File: src/rtl/instr_fetch.sv
// Instruction fetch stage: PC register feeding a combinational ROM, plus a 2-entry
// registered {pc, instr} buffer toward decode. Optional macro MISALIGN_CHK_EN enables misaligned-redirect trapping.
module instr_fetch #(
    parameter logic [31:0] RESET_PC = 32'h0000_0000
) (
    input  logic        clk,
    input  logic        reset,
    output logic [31:0] imem_addr,
    input  logic [31:0] imem_data,
    input  logic        redirect_valid,
    input  logic [31:0] redirect_target,
    output logic        out_valid,
    input  logic        out_ready,
    output logic [31:0] out_instr,
    output logic [31:0] out_pc,
    output logic [31:0] out_pc_plus4,
    output logic        misalign_err
);
    localparam logic [31:0] NOP_INSTR = 32'h0000_0013;

    typedef enum logic [1:0] {
        EMPTY = 2'd0,
        ONE   = 2'd1,
        FULL  = 2'd2
    } state_e;

    state_e      state_q, state_d;
    logic [31:0] pc_q, pc_d;
    logic [31:0] e0_pc_q, e0_pc_d, e0_instr_q, e0_instr_d;
    logic [31:0] e1_pc_q, e1_pc_d, e1_instr_q, e1_instr_d;
    logic        err_q, err_d;
    logic        push_s, pop_s;

    // Handshake decode, buffer update and PC sequencing.
    always_comb begin
        state_d    = state_q;
        pc_d       = pc_q;
        e0_pc_d    = e0_pc_q;
        e0_instr_d = e0_instr_q;
        e1_pc_d    = e1_pc_q;
        e1_instr_d = e1_instr_q;
        err_d      = err_q;
        pop_s      = (state_q != EMPTY) && out_ready;
        push_s     = !redirect_valid && !err_q && ((state_q != FULL) || pop_s);
        if (redirect_valid) begin
            // An accepted head is simply dropped along with the rest of the flush.
            state_d = EMPTY;
            pc_d    = redirect_target & 32'hFFFF_FFFC;
`ifdef MISALIGN_CHK_EN
            if (redirect_target[1:0] != 2'b00) begin
                err_d = 1'b1;
            end else begin
                err_d = err_q;
            end
`else
            err_d   = 1'b0;
`endif
        end else begin
            if (push_s) begin
                pc_d = pc_q + 32'd4;
            end else begin
                pc_d = pc_q;
            end
            case (state_q)
                EMPTY: begin
                    if (push_s) begin
                        e0_pc_d    = pc_q;
                        e0_instr_d = imem_data;
                        state_d    = ONE;
                    end else begin
                        state_d    = EMPTY;
                    end
                end
                ONE: begin
                    if (push_s && pop_s) begin
                        e0_pc_d    = pc_q;
                        e0_instr_d = imem_data;
                    end else if (push_s) begin
                        e1_pc_d    = pc_q;
                        e1_instr_d = imem_data;
                        state_d    = FULL;
                    end else if (pop_s) begin
                        state_d    = EMPTY;
                    end else begin
                        state_d    = ONE;
                    end
                end
                FULL: begin
                    if (pop_s) begin
                        e0_pc_d    = e1_pc_q;
                        e0_instr_d = e1_instr_q;
                        if (push_s) begin
                            e1_pc_d    = pc_q;
                            e1_instr_d = imem_data;
                        end else begin
                            state_d    = ONE;
                        end
                    end else begin
                        state_d = FULL;
                    end
                end
                default: state_d = EMPTY;
            endcase
        end
    end

    // State registers with synchronous reset overriding all traffic.
    always_ff @(posedge clk) begin
        if (reset) begin
            state_q    <= EMPTY;
            pc_q       <= RESET_PC;
            err_q      <= 1'b0;
            e0_pc_q    <= 32'h0000_0000;
            e0_instr_q <= NOP_INSTR;
            e1_pc_q    <= 32'h0000_0000;
            e1_instr_q <= NOP_INSTR;
        end else begin
            state_q    <= state_d;
            pc_q       <= pc_d;
            err_q      <= err_d;
            e0_pc_q    <= e0_pc_d;
            e0_instr_q <= e0_instr_d;
            e1_pc_q    <= e1_pc_d;
            e1_instr_q <= e1_instr_d;
        end
    end

    assign imem_addr    = pc_q;
    assign out_valid    = (state_q != EMPTY);
    assign out_instr    = out_valid ? e0_instr_q : NOP_INSTR;
    assign out_pc       = out_valid ? e0_pc_q : 32'h0000_0000;
    assign out_pc_plus4 = out_pc + 32'd4;
    assign misalign_err = err_q;

endmodule

File: config.mk
export PLATFORM = sky130hd
export DESIGN_NAME = instr_fetch
export DESIGN_NICKNAME = d
export VERILOG_FILES = /design/src/rtl/instr_fetch.sv
export SDC_FILE = /design/constraint.sdc
export NUM_CORES = 1
export LEC_CHECK = 0
export ABC_AREA = 0
export BUFFER_PORTS_ARGS = -buffer_cell sky130_fd_sc_hd__buf_2
export CORE_AREA = 2 2 132 134
export DETAILED_ROUTE_END_ITERATION = 6
export DIE_AREA = 0 0 134 136
export PLACE_DENSITY = 0.77
export SYNTH_ARGS = -nofsm -noshare
export SYNTH_HDL_FRONTEND = slang
export SYNTH_SLANG_ARGS = --single-unit
File: constraint.sdc
create_clock -name clk -period 3.6 [get_ports clk]
set_input_delay 0.72 -clock clk [delete_from_list [all_inputs] [get_ports clk]]
set_output_delay 0.72 -clock clk [all_outputs]
set_load 0.01 [all_outputs]
# Yosys cells after proc, flatten, opt, wreduce, memory -nomap -nowiden
# Cells that the tools add are included.
# Widths: inputs -> output; s select.
# word_totals
ff_bits	162
latch_bits	0
mem_bits_rw	0
romBits	0
word_cells	59
memories	0
# classes
addsub	2
multipliers	0
div_mod_pow	0
magnitude_cmp	0
eq_ne	8
shift	0
n_mux	27
bitwise_logic	1
n_reduce_logical	14
# op_table
operator	count
$mux 32	16
$pmux 32 s3	2
$pmux 32 s2	2
$add 32x3->32 const B	2
$ne 2x2->1 const B	5
$mux 2	4
$pmux 2 s3	1
$reduce_bool 2->1	3
$reduce_and 5->1	1
$reduce_and 4->1	1
$logic_and 1x1->1	3
$ne 3x3->1 const B	1
$reduce_bool 3->1	1
$eq 2x1->1 const B	1
$eq 2x2->1 const B	1
$logic_not 2->1	1
$mux 1	2
$reduce_and 2->1	1
$reduce_or 2->1	1
$logic_not 1->1	1
$logic_or 1x1->1	1
$not 1->1	1

# Logic depth before layout (Yosys ltp)
# Gate-level depths: netlist (run 1).
# depth
ltp_word	7
mapped_depth	13
ltp_nobuf	10

# Worst setup path after synthesis (run 1)
# No wires, ideal clock.
# synth_path
kind	register -> output
from	register state_q[0]
to	output port out_pc_plus4[30]
t_arrival_ns	3.046
setup_slack_ns	-0.166
path_stages_with_launch	13
n_path_buf	4
path_cell_list	dfxtp_1 inv_1 ha_1 clkbuf_2 clkbuf_1 clkbuf_1 nor2b_1 ha_1 nand4_1 or4_1 clkbuf_1 nor4_1 xor2_1
# synth_via
elab_chain_len	3
# synth_lines
item	line_no	text
from (decl)	27	state_e state_q, state_d;
from (signal assigned)	118	state_q <= state_d;
$reduce_bool 2->1	129	assign out_valid = (state_q != EMPTY);
$mux 32	131	assign out_pc = out_valid ? e0_pc_q : 32'h0000_0000;
net out_pc[3]	15	output logic [31:0] out_pc,
$add 32x3->32	132	assign out_pc_plus4 = out_pc + 32'd4;
to (decl)	16	output logic [31:0] out_pc_plus4,
# The timed path passes the listed nets, and every way through them passes these cells.

# Worst setup path after layout (run 1)
# layout_path
from	register state_q[1]
to	output port out_pc_plus4[20]
# layout_via
elab_chain_len	3
# layout_lines
item	line_no
$reduce_bool 2->1	129
$mux 32	131
$add 32x3->32	132
# Every way passes these cells.

==> results of run 1 <==
-- registers in the layout (all words and copies together) (netlist names) --
register	flops
e1_instr_q	32
imem_addr	30
e0_pc_q	30
e1_pc_q	30
e0_instr_q	32
state_q	2
-- Yosys cell counts, types with 2 or more instances --
master / n / share of area [%]
nor3_1: 13 / 0.81
or2_2: 5 / 0.39
ha_1: 6 / 0.93
a211o_1: 6 / 0.65
a221oi_1: 2 / 0.22
nand3_1: 22 / 1.4
buf_2: 18 / 1.1
nor2b_1: 63 / 4.9
and4_1: 9 / 0.98
or4_1: 5 / 0.47
inv_1: 21 / 0.98
a31oi_1: 3 / 0.23
xor2_1: 24 / 2.6
dfxtp_1: 156 / 39
nor4_1: 13 / 1.0
clkbuf_1: 56 / 2.6
o21ai_0: 13 / 0.81
xnor2_1: 9 / 0.98
mux2i_1: 62 / 7.7
and3b_1: 6 / 0.65
a211oi_1: 74 / 6.9
nand3b_1: 2 / 0.19
a21oi_1: 62 / 3.9
clkbuf_2: 3 / 0.19
nand4_1: 20 / 1.6
or3_2: 2 / 0.19
a2111oi_0: 3 / 0.33
nand2b_1: 2 / 0.16
o31ai_1: 4 / 0.37
o2111a_1: 3 / 0.42
nor2_1: 86 / 4.0
and3_1: 10 / 0.78
and2_1: 6 / 0.47
a31o_2: 3 / 0.33
nand2_1: 153 / 7.1
o211ai_1: 6 / 0.56
a311oi_1: 13 / 1.4
buf_4: 9 / 0.84
-- per-stage QoR --
step	setup WS (ns)	hold slack, ns	utilization (%)
floorplan	0.0167	0.436	-
global placement	0.339	0.441	54.0
detailed placement	0.305	0.446	54.0
CTS	0.0904	0.455	57.4
global route	0.0111	0.465	57.7
finish	0.179	0.453	57.7
-- report_power, final --
group / switching [mW] / internal, mW / leakage [nW]
registers: 0.105 / 1.83 / 1.28
clock network: 0.723 / 0.989 / 0.280
logic: 0.305 / 0.217 / 2.34
-- final cells by class --
class	instances	area (um^2)	share of cell area, %
clock inverters	13	114	1.17
diodes	2	5.00	0.0514
well taps	225	282	2.89
inverters	21	78.8	0.809
multi-input cells	732	4580	47.0
flip-flops and latches	156	3130	32.1
repair buffers	208	1110	11.4
clock buffers	19	453	4.65
-- final timing paths --
path,endpoint,slack [ns]
hold reg to reg,e1_instr_q[7],0.45
setup reg to reg,e0_pc_q[31],0.75
setup / recovery,out_pc_plus4[20],0.18
hold / removal,e1_instr_q[7],0.45
-- layer usage --
layer / part of all wire, % / global-route usage, % / wire, um
met1: 43 / 27.4 / 8930
met2: 49 / 38.9 / 10100
met5: 0.13 / 0 / 27
met3: 6.3 / 6.08 / 1300
met4: 2.0 / 7.51 / 420
-- worst register-to-register path, cell delays in order (launching register included) --
cell and delay [ns]:
dfxtp_2 0.37, inv_1 0.10, ha_4 0.20, buf_4 0.27, nand2b_1 0.36, buf_4 0.26
a211oi_4 0.27, buf_4 0.52, nor2_1 0.13, a211oi_1 0.26
-- logic make-up (layout without fill, tap and decap cells) --
kind of cell	after synthesis	after routing	synth area share [%]
other	1	9	0.0466
muxes	62	62	7.71
xor gates and xnor gates	33	33	3.59
AOI/OAI and AO/OA	199	199	17.0
adders and majority gates	6	6	0.932
and+or+nand+nor	425	425	26.1
buffers and inverters	109	261	5.92
DFF	156	156	38.8
-- what timing repair did --
| action | CTS | global route |
|---|---|---|
| endpoints found under the setup margin | 7 | 11 |
| pin swaps | 1 | 3 |
| resized for setup | 1 | 8 |
| hold endpoints to repair | 0 | 0 |
==> impl_results.md, run 1 <==
* Largest net degree at the start of global routing at 82
* Leak at between 3 and 4 nW
* Cell variety after synth at 56
* Worst-Skew Late Latency at 0.42 ns
* Clock buffers created by TritonCTS at 17
* #FFs+latches synth at between 150 and 200
* R2r startpoint: state_q[1]
* Max Clock Freq at around 290 MHz
* CP max stage cell: or4_4
* VDD IR-drop max at ~0.40 mV
* Max cap viols at 0
* Mapped cell area at between 8000 and 9000 um^2
* H-tree levels at 4
* Top Family by Delay on Critical Path: simple AND/OR/NAND/NOR gates
* Mapped Avg Cell Area at approximately 8.1 um^2
* Most frequent cells in the layout: buf_2 (187), dfxtp_1 (154), nand2_1 (153)
* Critical Path Start: state_q[1]
* Row cnt at between 40 and 50
* Worst stage delay on the critical path at 0.61 ns
* Routed Antenna Nets at 0
* Worst-Margin Slew at around 0.87 ns
* Final Cell Area at about 9700 um^2
* Hold-fix buffers, CTS at 0
* Detailed placement HPWL at 14.6 mm
* Tcrit/Tclk final at a little over nine tenths
* DP Cell Count at around 1300
* Warnings, synthesis at 0
* Ys async rst share at 0%
* CTS max path bufs at 2
* Final WL at about 21 mm
* PortBufs at between 150 and 200
* GPL Wtd Cong at roughly 0.85
* Largest fanout on the critical path at 8
* Clk sink count at about 160
* Bufs and invs on worst path at 4
* RSZ-0062 raised after global routing: false
* Top FF cell, synth: dfxtp_1
* Clock skew at between 0.009 and 0.01 ns
* Vias/cell at 5.48
* Wirelength per Cell at ~15 um
* CTS tree: built
* CP Class: flop to output port
* Layout cells sized above 1 at roughly a quarter
* Crit path time final at between 3 and 4 ns
* Arrival time at the worst endpoint at between 2 and 3 ns
* Via Count at ~7500
* Power Density at between 400 and 500 nW/um^2
* Cell Area, Placed at around 9100 um^2
* Fin. Hold Viols at 0
* Syn Inst Count at 991
* Worst path depth at 11
* Post-CTS Setup Inserts at 0
* Total power at about 4.2 mW
* Initial Util at a little under half
* Tot GR Track Use at between 20% and 30%
* Hold wc startpoint: e1_instr_q[7]
* Fillers at around 1600
* Nets at between 1000 and 1500
* Max-slew violations at 0
* Initial antenna violation count at 4
* # setup viols final at 0
* # DRC at 0
* First-pass GRT wire length at about 33 mm
* Hold depth at 2
* Die Footprint at 18200 um^2
* Vias in the first global route at just under 7000
* Slew headroom at between 40% and 50%
* Critical Path RT at roughly 2.9 ns
* Reg2reg path depth at 9
* CP Launch Type: flop
* Clk root buf: clkbuf_16
* Worst min path class: flop to flop
* Sequential share of the synthesized area at just under 40%
* Layout area overhead at 21.0%
* Post-synth EDFFs at 0
* Core box area at about 17000 um^2
* CP Cell Sequence: inv_1 -> ha_4 -> inv_2 -> nand2_1 -> inv_1 -> ha_2 -> nand4_1 -> or4_4 -> nor3_2 -> xor2_1 -> buf_2
* Setup Total Neg Slack at 0 ns
* Die Wd at between 100 and 150 um
* I/O Pins at 198
* Post-layout instance count excluding filler cells at 1376
* Crit end category: output port
* Pre-antenna DRT Iters at 5
* Grt ovf at 0
* Die Y at roughly 140 um
* Reg clk slew, reported paths at 0.06 ns
* Run status: finished clean
* Most common cell after layout, fill and taps aside: buf_2
* Cell mode on critical path: inv_1
* DR iter-0 viols at a little under 500
Note: power is estimated with default switching activity, not from simulation.
==> run 2: changes to the inputs <==
- CORE_AREA: 2 2 132 134 -> 2 2 123 125
- CTS_BUF_LIST: not set -> sky130_fd_sc_hd__clkbuf_8
- DIE_AREA: 0 0 134 136 -> 0 0 125 127
- PLACE_DENSITY: 0.77 -> 0.84
- clock period: 3.6 -> 3.8 ns (I/O delays scaled with it)
==> run 2 against run 1 <==
- power shrank 9.3%
- global-route usage is 3.7 points higher
- via count rose by 1.0%
- wire length rose by 1.4%
- sequential share of layout area rose by 0.53 points
- die area shrank 13%
- clock skew is 0.00052 ns higher
- highest routed layer is now met4
==> impl_results.md, run 2 (same netlist as run 1, synthesis figures left out) <==
* H-tree levels at 4
* Pre-antenna DRT Iters at 5
* Crit path time final at ~3.6 ns
* Power Density at 395 nW/um^2
* Die Y at ~130 um
* Worst-Skew Late Latency at approximately 0.46 ns
* Worst min path class: flop to flop
* Leak at 3.86 nW
* Tot GR Track Use at between 20% and 30%
* Crit end category: output port
* Critical Path RT at between 3 and 4 ns
* # DRC at 0
* Die Wd at 125 um
* Layout area overhead at 19.0%
* Via Count at 7619
* Final Cell Area at 9580 um^2
* Clk root buf: clkbuf_8
* CP Cell Sequence: inv_1 -> ha_4 -> inv_1 -> nand2_1 -> inv_1 -> ha_1 -> nand4_1 -> or4_4 -> nor4_4 -> xor2_1 -> buf_2
* CTS max path bufs at 2
* Largest net degree at the start of global routing at 99
* Row cnt at 44
* Vias/cell at about 5.7
* Max Clock Freq at about 280 MHz
* PortBufs at between 150 and 200
* Cell Area, Placed at between 9000 and 10000 um^2
* Largest fanout on the critical path at 10
* Tcrit/Tclk final at a little over nine tenths
* Wirelength per Cell at 15.8 um
* Most common cell after layout, fill and taps aside: buf_2
* Setup Total Neg Slack at 0 ns
* Clk sink count at approximately 160
* Top Family by Delay on Critical Path: simple AND/OR/NAND/NOR gates
* Arrival time at the worst endpoint at 2.82 ns
* Biggest regs: e0_instr_q (32), e1_instr_q (32)
* Post-CTS Setup Inserts at 0
* Fin. Hold Viols at 0
* Worst stage delay on the critical path at about 0.54 ns
* Grt ovf at 0
* Nets at between 1000 and 1500
* Max cap viols at 0
* Run status: finished clean
* VDD IR-drop max at 0.299 mV
* Core box area at ~14000 um^2
* Detailed placement HPWL at about 14 mm
* Slew headroom at between 50% and 60%
* Initial antenna violation count at 1
* Final WL at 21.1 mm
* Routed Antenna Nets at 0
* Bufs and invs on worst path at 4
* Max-slew violations at 0
* CTS tree: built
* # setup viols final at 0
* DR iter-0 viols at 699
* Most frequent cells in the layout: buf_2 (187), dfxtp_1 (154), nand2_1 (153)
* Cell mode on critical path: inv_1
* Layout cells sized above 1 at a little under a quarter
* Reg clk slew, reported paths at approximately 0.090 ns
* Initial Util at between 50% and 60%
* Clock skew at a little over 0.01 ns
* GPL Wtd Cong at between 0.8 and 0.9
* RSZ-0062 raised after global routing: false
* Hold-fix buffers, CTS at 0
* First-pass GRT wire length at approximately 34 mm
* CP max stage cell: or4_4
* Die Footprint at 15900 um^2
* Worst-Margin Slew at 0.680 ns
* I/O Pins at slightly below 200
* Vias in the first global route at a little under 7000
* CP Class: flop to output port
* CP Launch Type: flop
* Clock buffers created by TritonCTS at 17
run 2: changes by cell type in the layout (fill, tap and decap cells not counted), sizes merged:
cell and delta:
clkinvlp +1, clkinv -3, inv -2, bufinv +4
run 2: metal layers:
metal / part of all wire (%) / GRT usage [%] / vias to the layer above
li1: - / - / 3773
met1: 43 / 33.4 / 3540
met2: 48 / 44.5 / 275
met3: 6.8 / 5.86 / 31
met4: 1.9 / 8.76 / 0
met5: 0 / 0 / -
run 2: worst paths after layout:
kind	startpoint	end	slack [ns]	depth (start not counted)
worst max-delay path	state_q[1]	out_pc_plus4[30]	0.22	11
worst min-delay path	e1_instr_q[17]	e1_instr_q[17]	0.46	2
worst max register to register	state_q[1]	imem_addr[19]	0.74	8
worst min register to register	e1_instr_q[17]	e1_instr_q[17]	0.46	2
run 2: layout make-up:
type,instances,area (um^2)
fill,1198,4840
timing repair buffer,208,1110
multi-input combinational,732,4560
clock buffer,19,262
antenna,2,5.00
clock inverter,13,213
inverter,21,78.8
tap,184,230
sequential,156,3130
run 2: where the power goes:
| part | switching (mW) | leakage [nW] | internal (mW) | total (mW) |
|---|---|---|---|---|
| Combinational | 0.292 | 2.35 | 0.205 | 0.497 |
| Clock | 0.633 | 0.229 | 0.820 | 1.45 |
| Sequential | 0.101 | 1.28 | 1.73 | 1.83 |
run 2: stage by stage:
stage                     util (%)  std cells  power (mW)  hold slack, ns  setup slack, ns
after floorplan                  -        997        2.18           0.436           0.0719
after global routing          66.4       1333        3.95           0.472           0.0313
final                         66.4       1335        3.78           0.456            0.220
after global placement        62.8       1301        2.35           0.441            0.405
after CTS                     66.2       1333        3.80           0.457          0.00372
after detailed placement      62.8       1301        2.36           0.446            0.336
run 2: repair_timing:
item | in CTS | in global routing
pin swaps | 0 | 1
setup endpoints to repair | 6 | 7
resized for setup | 4 | 5
run 2: tightest hold or removal path, cell delays in order (launching register included):
cell     delay (ns)
dfxtp_1        0.32
nand2_1        0.05
a21oi_1        0.05
